<file path="src/rtl/pattern_player.sv">
// Playback sequencer: walks a latched range of pattern buffers byte-by-byte and streams them out.
// Optional checksum output enabled by defining PATPLAY_CHECKSUM_EN.
module pattern_player #(
    parameter int BUFSIZE = 26,
    parameter int NOBUFS  = 7
) (
    input  logic       sclk,
    input  logic       nreset,
    input  logic       start,
    input  logic       stop,
    input  logic [2:0] first_buf,
    input  logic [2:0] last_buf,
    input  logic [4:0] len,
    input  logic       loop,
    output logic [2:0] rd_buf,
    output logic [4:0] rd_addr,
    input  logic [7:0] rd_data,
    output logic [7:0] out_byte,
    output logic       out_valid,
    input  logic       out_ready,
    output logic       busy,
`ifdef PATPLAY_CHECKSUM_EN
    output logic [7:0] checksum,
`endif
    output logic       done
);

    localparam logic [4:0] LEN_MAX = 5'(BUFSIZE);
    localparam logic [2:0] BUF_MAX = 3'(NOBUFS);

    typedef enum logic [1:0] {IDLE, LOAD, STREAM} state_t;

    state_t     state_q;
    logic [2:0] first_q, last_q, rd_buf_q;
    logic [4:0] len_q, rd_addr_q;
    logic       loop_q, fin_q, out_valid_q, done_q;
    logic [7:0] out_byte_q;
    logic [2:0] adv_buf_d;
    logic [4:0] adv_addr_d;
    logic       at_end_d;
`ifdef PATPLAY_CHECKSUM_EN
    logic [7:0] chk_q;
`endif

    // Next read pointer; at_end_d marks the final byte of a non-loop run.
    always_comb begin
        adv_buf_d  = rd_buf_q;
        adv_addr_d = rd_addr_q + 5'd1;
        at_end_d   = 1'b0;
        if (rd_addr_q >= len_q) begin
            adv_addr_d = 5'd0;
            if (rd_buf_q != last_q)
                adv_buf_d = (rd_buf_q == BUF_MAX) ? 3'd0 : rd_buf_q + 3'd1;
            else begin
                adv_buf_d = first_q;
                at_end_d  = !loop_q;
            end
        end
    end

    always_ff @(posedge sclk) begin
        if (!nreset) begin
            state_q     <= IDLE;
            first_q     <= 3'd0;
            last_q      <= 3'd0;
            len_q       <= 5'd0;
            loop_q      <= 1'b0;
            rd_buf_q    <= 3'd0;
            rd_addr_q   <= 5'd0;
            fin_q       <= 1'b0;
            out_byte_q  <= 8'd0;
            out_valid_q <= 1'b0;
            done_q      <= 1'b0;
`ifdef PATPLAY_CHECKSUM_EN
            chk_q       <= 8'd0;
`endif
        end else begin
            done_q <= 1'b0;
            case (state_q)
                IDLE: begin
                    if (start && !stop) begin
                        first_q   <= first_buf;
                        last_q    <= last_buf;
                        len_q     <= (len > LEN_MAX) ? LEN_MAX : len;
                        loop_q    <= loop;
                        rd_buf_q  <= first_buf;
                        rd_addr_q <= 5'd0;
                        fin_q     <= 1'b0;
`ifdef PATPLAY_CHECKSUM_EN
                        chk_q     <= 8'd0;
`endif
                        state_q   <= LOAD;
                    end
                end
                LOAD: begin
                    if (stop) begin
                        out_valid_q <= 1'b0;
                        state_q     <= IDLE;
                    end else begin
                        out_byte_q  <= rd_data;
                        out_valid_q <= 1'b1;
                        fin_q       <= at_end_d;
                        if (!at_end_d) begin
                            rd_buf_q  <= adv_buf_d;
                            rd_addr_q <= adv_addr_d;
                        end
                        state_q <= STREAM;
                    end
                end
                STREAM: begin
                    if (stop) begin
                        out_valid_q <= 1'b0;
                        state_q     <= IDLE;
                    end else if (out_valid_q && out_ready) begin
`ifdef PATPLAY_CHECKSUM_EN
                        chk_q <= chk_q ^ out_byte_q;
`endif
                        if (fin_q) begin
                            out_valid_q <= 1'b0;
                            done_q      <= 1'b1;
                            state_q     <= IDLE;
                        end else begin
                            out_byte_q <= rd_data;
                            fin_q      <= at_end_d;
                            if (!at_end_d) begin
                                rd_buf_q  <= adv_buf_d;
                                rd_addr_q <= adv_addr_d;
                            end
                        end
                    end
                end
                default: state_q <= IDLE;
            endcase
        end
    end

    assign rd_buf    = rd_buf_q;
    assign rd_addr   = rd_addr_q;
    assign out_byte  = out_byte_q;
    assign out_valid = out_valid_q;
    assign busy      = (state_q != IDLE);
    assign done      = done_q;
`ifdef PATPLAY_CHECKSUM_EN
    assign checksum  = chk_q;
`endif

endmodule

</file>
<file path="config.mk">
export PLATFORM = sky130hd
export DESIGN_NAME = pattern_player
export DESIGN_NICKNAME = d
export VERILOG_FILES = /design/src/rtl/pattern_player.sv
export SDC_FILE = /design/constraint.sdc
export NUM_CORES = 1
export LEC_CHECK = 0
export ABC_AREA = 1
export BUFFER_PORTS_ARGS = -buffer_cell sky130_fd_sc_hd__buf_2
export CAP_MARGIN = 20
export CELL_PAD_IN_SITES_DETAIL_PLACEMENT = 1
export CELL_PAD_IN_SITES_GLOBAL_PLACEMENT = 2
export CORE_AREA = 3 3 69 104
export DETAILED_ROUTE_END_ITERATION = 8
export DIE_AREA = 0 0 72 107
export PLACE_DENSITY_LB_ADDON = 0.1
export REMOVE_ABC_BUFFERS = 1
export SETUP_SLACK_MARGIN = 0.05
export SLEW_MARGIN = 25
export SYNTH_ARGS = -nofsm -noshare
export SYNTH_HDL_FRONTEND = slang
export SYNTH_SLANG_ARGS = --single-unit
</file>
<file path="constraint.sdc">
create_clock -name sclk -period 2 [get_ports sclk]
set_input_delay 0.3 -clock sclk [delete_from_list [all_inputs] [get_ports sclk]]
set_output_delay 0.3 -clock sclk [all_outputs]
set_load 0.005 [all_outputs]
</file>
Word-level counts from Yosys, hierarchy flattened. Cells that the tools add are included.

Reductions and logical operators: 15. Bitwise operators: 3. Magnitude comparators: 2. Eq/ne operators: 11. Multiplexer cells: 44. Add/subtract/negate cells: 2.

Operators with widths (number): $mux 5 (8); $mux 8 (4); $mux 3 (9); $pmux 8 s2 (1); $pmux 5 s3 (1); $mux 1 (12); $mux 2 (5); $ne 2x2->1 const B (5); $reduce_and 5->1 (2); $pmux 3 s3 (1); $ne 3x3->1 const B (2); $pmux 2 s3 (1); $reduce_and 3->1 (2); $reduce_and 6->1 (1); $add 5x1->5 const B (1); $ge 5x5->1 (1); $gt 5x5->1 const B (1); $reduce_bool 2->1 (2); $reduce_or 4->1 (1); $add 3x1->3 const B (1); $eq 3x3->1 const B (1); $ne 3x3->1 (1); $not 1->1 (3); $pmux 1 s3 (1); 8 further kinds (10).

Flip-flop bits (word level): 33. Output and inout port bits: 19. Word-level logic and storage cells: 88. Input bits: 25.

Depth between registers and ports, before layout.
Depth in word-level cells: 9. Depth in mapped cells: 12.

Worst setup path before layout. OpenSTA, ideal clock, no wires.

Path kind: register to register. Start point: reg state_q[0]. End point: reg rd_addr_q[2], in the netlist rd_addr[2]. Buffers on the path: 1. Cell stages (with the launch flop): 9. Arrival: 1.506 ns. Path slack: 0.379 ns. Path through: dfxtp_1 inv_1 ha_1 buf_2 inv_1 a211oi_4 nand3_1 nand2_1 nor2_1.

Cells in the longest elaborated chain, start to end: 3. Elaborated cells between the ends (all ways): 11. Classes of those cells: eq/ne: 7; mux: 1; reduce/logical: 3.

RTL lines: from (decl) (RTL line 33) `state_t state_q;`; from (signal assigned) (RTL line 63) `state_q <= IDLE;`; from (signal assigned) (RTL line 92) `state_q <= LOAD;`; from (signal assigned) (RTL line 98) `state_q <= IDLE;`; $eq 2x2->1, or another cell as far along (RTL line 79) `case (state_q)`; $ne 2x2->1 (no line) / $reduce_bool 3->1 (equally long branches); $reduce_and 6->1 (no line); to (signal assigned) (RTL line 105) `rd_addr_q <= adv_addr_d;`; to (signal assigned) (RTL line 127) `rd_addr_q <= adv_addr_d;`; to (decl) (RTL line 35) `logic [4:0] len_q, rd_addr_q;`.

Several ways; a longest one is shown, not always the timed one. A chain may end at the register's enable or synchronous reset.

Final worst setup path.
Start point: reg state_q[0]. End point: reg rd_addr_q[0], in the netlist rd_addr[0].

The elaborated chain is that of the path after synthesis.

==> impl_results.md <==
- Area contributors post-synth: dfxtp_1 (37%), nand2_1 (11%), ha_1 (8.5%), nor2_1 (8.1%), a21oi_1 (5.9%)
- CP Max Fanout: 10
- Final Hold Fails: 0
- WP data required: 2.18 ns
- RSZ-0062 raised after global routing: false
- Share of cells above drive strength 1: 0.251
- Routed met3 length: 194 µm
- CTS tree: yes
- R2r endpoint: rd_addr[0]$_SDFFE_PN0P_
- Tmin final: 1.72 ns
- Worst IR Drop VDD: 396 µV
- DPL Wire Length: 3970 µm
- Worst EP arrival: 1.90 ns
- Worst hold path type: in2reg
- CORE AREA: 6440 µm²
- Critical path depth: 8
- Antenna Diode Count: 0
- Slowest stage delay, CP: 0.38 ns
- Site Rows: 36
- DR pass1 iterations: 4
- R2R cell count: 8
- Antenna violations before repair: 0
- Chip width: 72 µm
- Met2 WL: 2670 µm
- Clock root buffer: clkbuf_8
- Slew margin rel.: 0.704
- Max Buffers Root-to-Sink: 2
- Tcrit/Tclk final: 0.861
- Total wire length: 5030 µm
- Number of global-route vias before repair: 1838
- Via-per-instance ratio: 4.60
- Global-route usage over all layers: 0.140
- Clk pin slew, worst setup/hold paths: 0.07 ns
- R2r startpoint: state_q[0]$_SDFFE_PN0P_
- Post-Syn Instances: 255
- Cell area after synthesis: 1770 µm²
- Crit-path leading delay family: compound AO/OA/AOI/OAI gates
- Power Dens Cells: 1530 nW/µm²
- Residual DRC: 0
- PnR Total Power: 0.00339 W
- Setup slack, reg-to-reg: 0.28 ns
- Hold-critical path depth: 3
- Largest net degree at the start of global routing: 22
- # Max-Cap Violations: 0
- Metal-1 WL: 2040 µm
- CP Launch Type: flip-flop
- Port bufs: 43
- Top Layer Used: met4
- Slowest-stage cell, CP: a211oi_4
- Setup total negative slack: 0 ns
- Skew-Pair Late Insertion Delay: 0.29 ns
- Initial drt markers: 39
- Gp weighted congestion: 0.721
- Max Fclk: 0.581 GHz
- Die area: 7700 µm²
- Crit path capture type: flip-flop
- Register area share after synthesis: 0.373
- Final Non-Filler Cells: 383
- Die Ht: 107 µm
- First-pass GRT wire length: 8420 µm
- Status: complete, no violations
- Routed Antenna Nets: 0
- Via count: 1763
- CTS Hold Bufs: 0
- Setup-failing EPs final: 0
- FF+latch count, synth: 33
- Static leakage: 1.12 nW
- Synth warn: 0
- Critical setup path kind: reg2reg
- Avg Cell Area, Syn: 6.94 µm²
- Clock sinks: 33
- CP bufs+invs: 1
- Inserted Clock Buffers: 5
- Crit-path cells: inv_1 > ha_2 > o21ai_2 > nand2_2 > a211oi_4 > nand3_1 > nand2_1 > nor2_1
- Wire length per cell: 13.1 µm
- Actual slew at the worst max-slew pin: 0.443 ns
- Skew final: 0.00381 ns
- Total grt overflow: 0
- Synth area leader: dfxtp_1
- Initial core utilization: 0.275
- Placed Cells incl. Taps: 375
- CP endpoint: rd_addr[0]$_SDFFE_PN0P_
- NumNets Final: 343
- Post-synth top area share: 0.373
- I/O pins: 44
- Critical Path Source: state_q[0]$_SDFFE_PN0P_
- Yosys cell types: 24
- H-tree lvl count: 2
- Pins Over Slew Limit: 0
- Area growth from synthesis to layout: 25.2%
-- per-stage QoR --
step / utilization / area (µm²) / hold WS [ns] / setup WS (ns)
detailed placement: 0.327 / 2110 / 0.452 / 0.211
floorplan: - / 1740 / 0.378 / 0.370
finish: 0.344 / 2220 / 0.242 / 0.278
global route: 0.344 / 2220 / 0.261 / 0.0716
CTS: 0.343 / 2210 / 0.238 / 0.191
global placement: 0.327 / 2110 / 0.446 / 0.268
-- cells in the mapped netlist --
master    number
a21oi_1       21
o21ai_0       19
clkbuf_1       2
nor3_1         2
a211oi_4       1
ha_1          12
or2_2          1
a221oi_1       1
nand2_2        5
nor2_1        38
nor4_1         1
nand4_1        3
dfxtp_1       33
a211oi_1       2
buf_2          5
o21ai_2        1
nand2_1       51
nor2_2         1
nand3b_1       1
xor2_1         2
inv_1         27
xnor2_1        3
nand3_1       17
inv_2          6
-- final cells by class --
cell class              instances  area, µm²
clock buffers                   7       96.3
clock inverters                 1       5.00
fillers                       864       4230
inverters                      33        124
multi-input cells             182        960
flip-flops and latches         33        661
well taps                      76       95.1
repair buffers                 51        275
-- cells in the final DEF, fill, tap and decap left out --
cell type	count
a211oi_1	2
a211oi_4	1
a21oi_1	21
a221oi_1	1
buf_2	43
buf_4	8
clkbuf_8	7
clkinv_2	1
dfxtp_1	33
ha_1	11
ha_2	1
inv_1	27
inv_2	6
nand2_1	49
nand2_2	7
nand3_1	17
nand3b_1	1
nand4_1	3
nor2_1	38
nor2_2	1
nor3_1	2
nor4_1	1
o21ai_0	19
o21ai_2	1
or2_2	1
xnor2_1	3
xor2_1	2
-- how the worst min path moves through the flow --
stage                                 start  slack [ns]                  endpoint
finish                          last_buf[2]        0.24    last_q[2]$_SDFFE_PN0P_
global route                     rd_data[6]        0.26  out_byte[6]$_SDFFE_PN0P_
floorplan                              stop        0.38           done$_SDFF_PP0_
detailed placement    len_q[4]$_SDFFE_PN0P_        0.45     len_q[4]$_SDFFE_PN0P_
global placement    first_q[1]$_SDFFE_PN0P_        0.45   first_q[1]$_SDFFE_PN0P_
CTS                             last_buf[2]        0.24    last_q[2]$_SDFFE_PN0P_
-- report_power, final --
group          internal (W)  total [W]  switching [W]
sequential         0.000836   0.000948       0.000112
combinational      0.000717    0.00187        0.00115
clock              0.000312   0.000578       0.000266
total               0.00187    0.00339        0.00153
-- registers in the layout, indices dropped and copies added (netlist names), 2 cells and up --
| register | flops |
|---|---|
| last_q | 3 |
| first_q | 3 |
| rd_addr | 5 |
| out_byte | 8 |
| len_q | 5 |
| state_q | 2 |
| rd_buf | 3 |
-- tightest hold or removal path, cell delays in order --
cell and delay (ns):
buf_2 0.07, nor2_1 0.03, nor2_1 0.08
-- repair_timing --
action | CTS | global route
gates resized for setup | 0 | 3
buffers inserted | 0 | 0
endpoints found under the setup margin | 0 | 6
-- cells by family (layout without fill, tap and decap cells) --
family | after synthesis | in the layout | share of synthesized area
fa+ha+maj | 12 | 12 | 0.0849
simple gates | 120 | 120 | 0.286
compound gates | 45 | 45 | 0.143
flops | 33 | 33 | 0.373
buf+inv | 40 | 92 | 0.0884
xor+xnor | 5 | 5 | 0.0248
-- metal layers --
| layer | vias to the layer above | global-route usage |
|---|---|---|
| li1 | 915 | - |
| met1 | 811 | 0.151 |
| met2 | 28 | 0.253 |
| met3 | 9 | 0.0291 |
| met4 | 0 | 0.0645 |
| met5 | - | 0 |
Note: power is estimated with default switching activity, not from simulation.
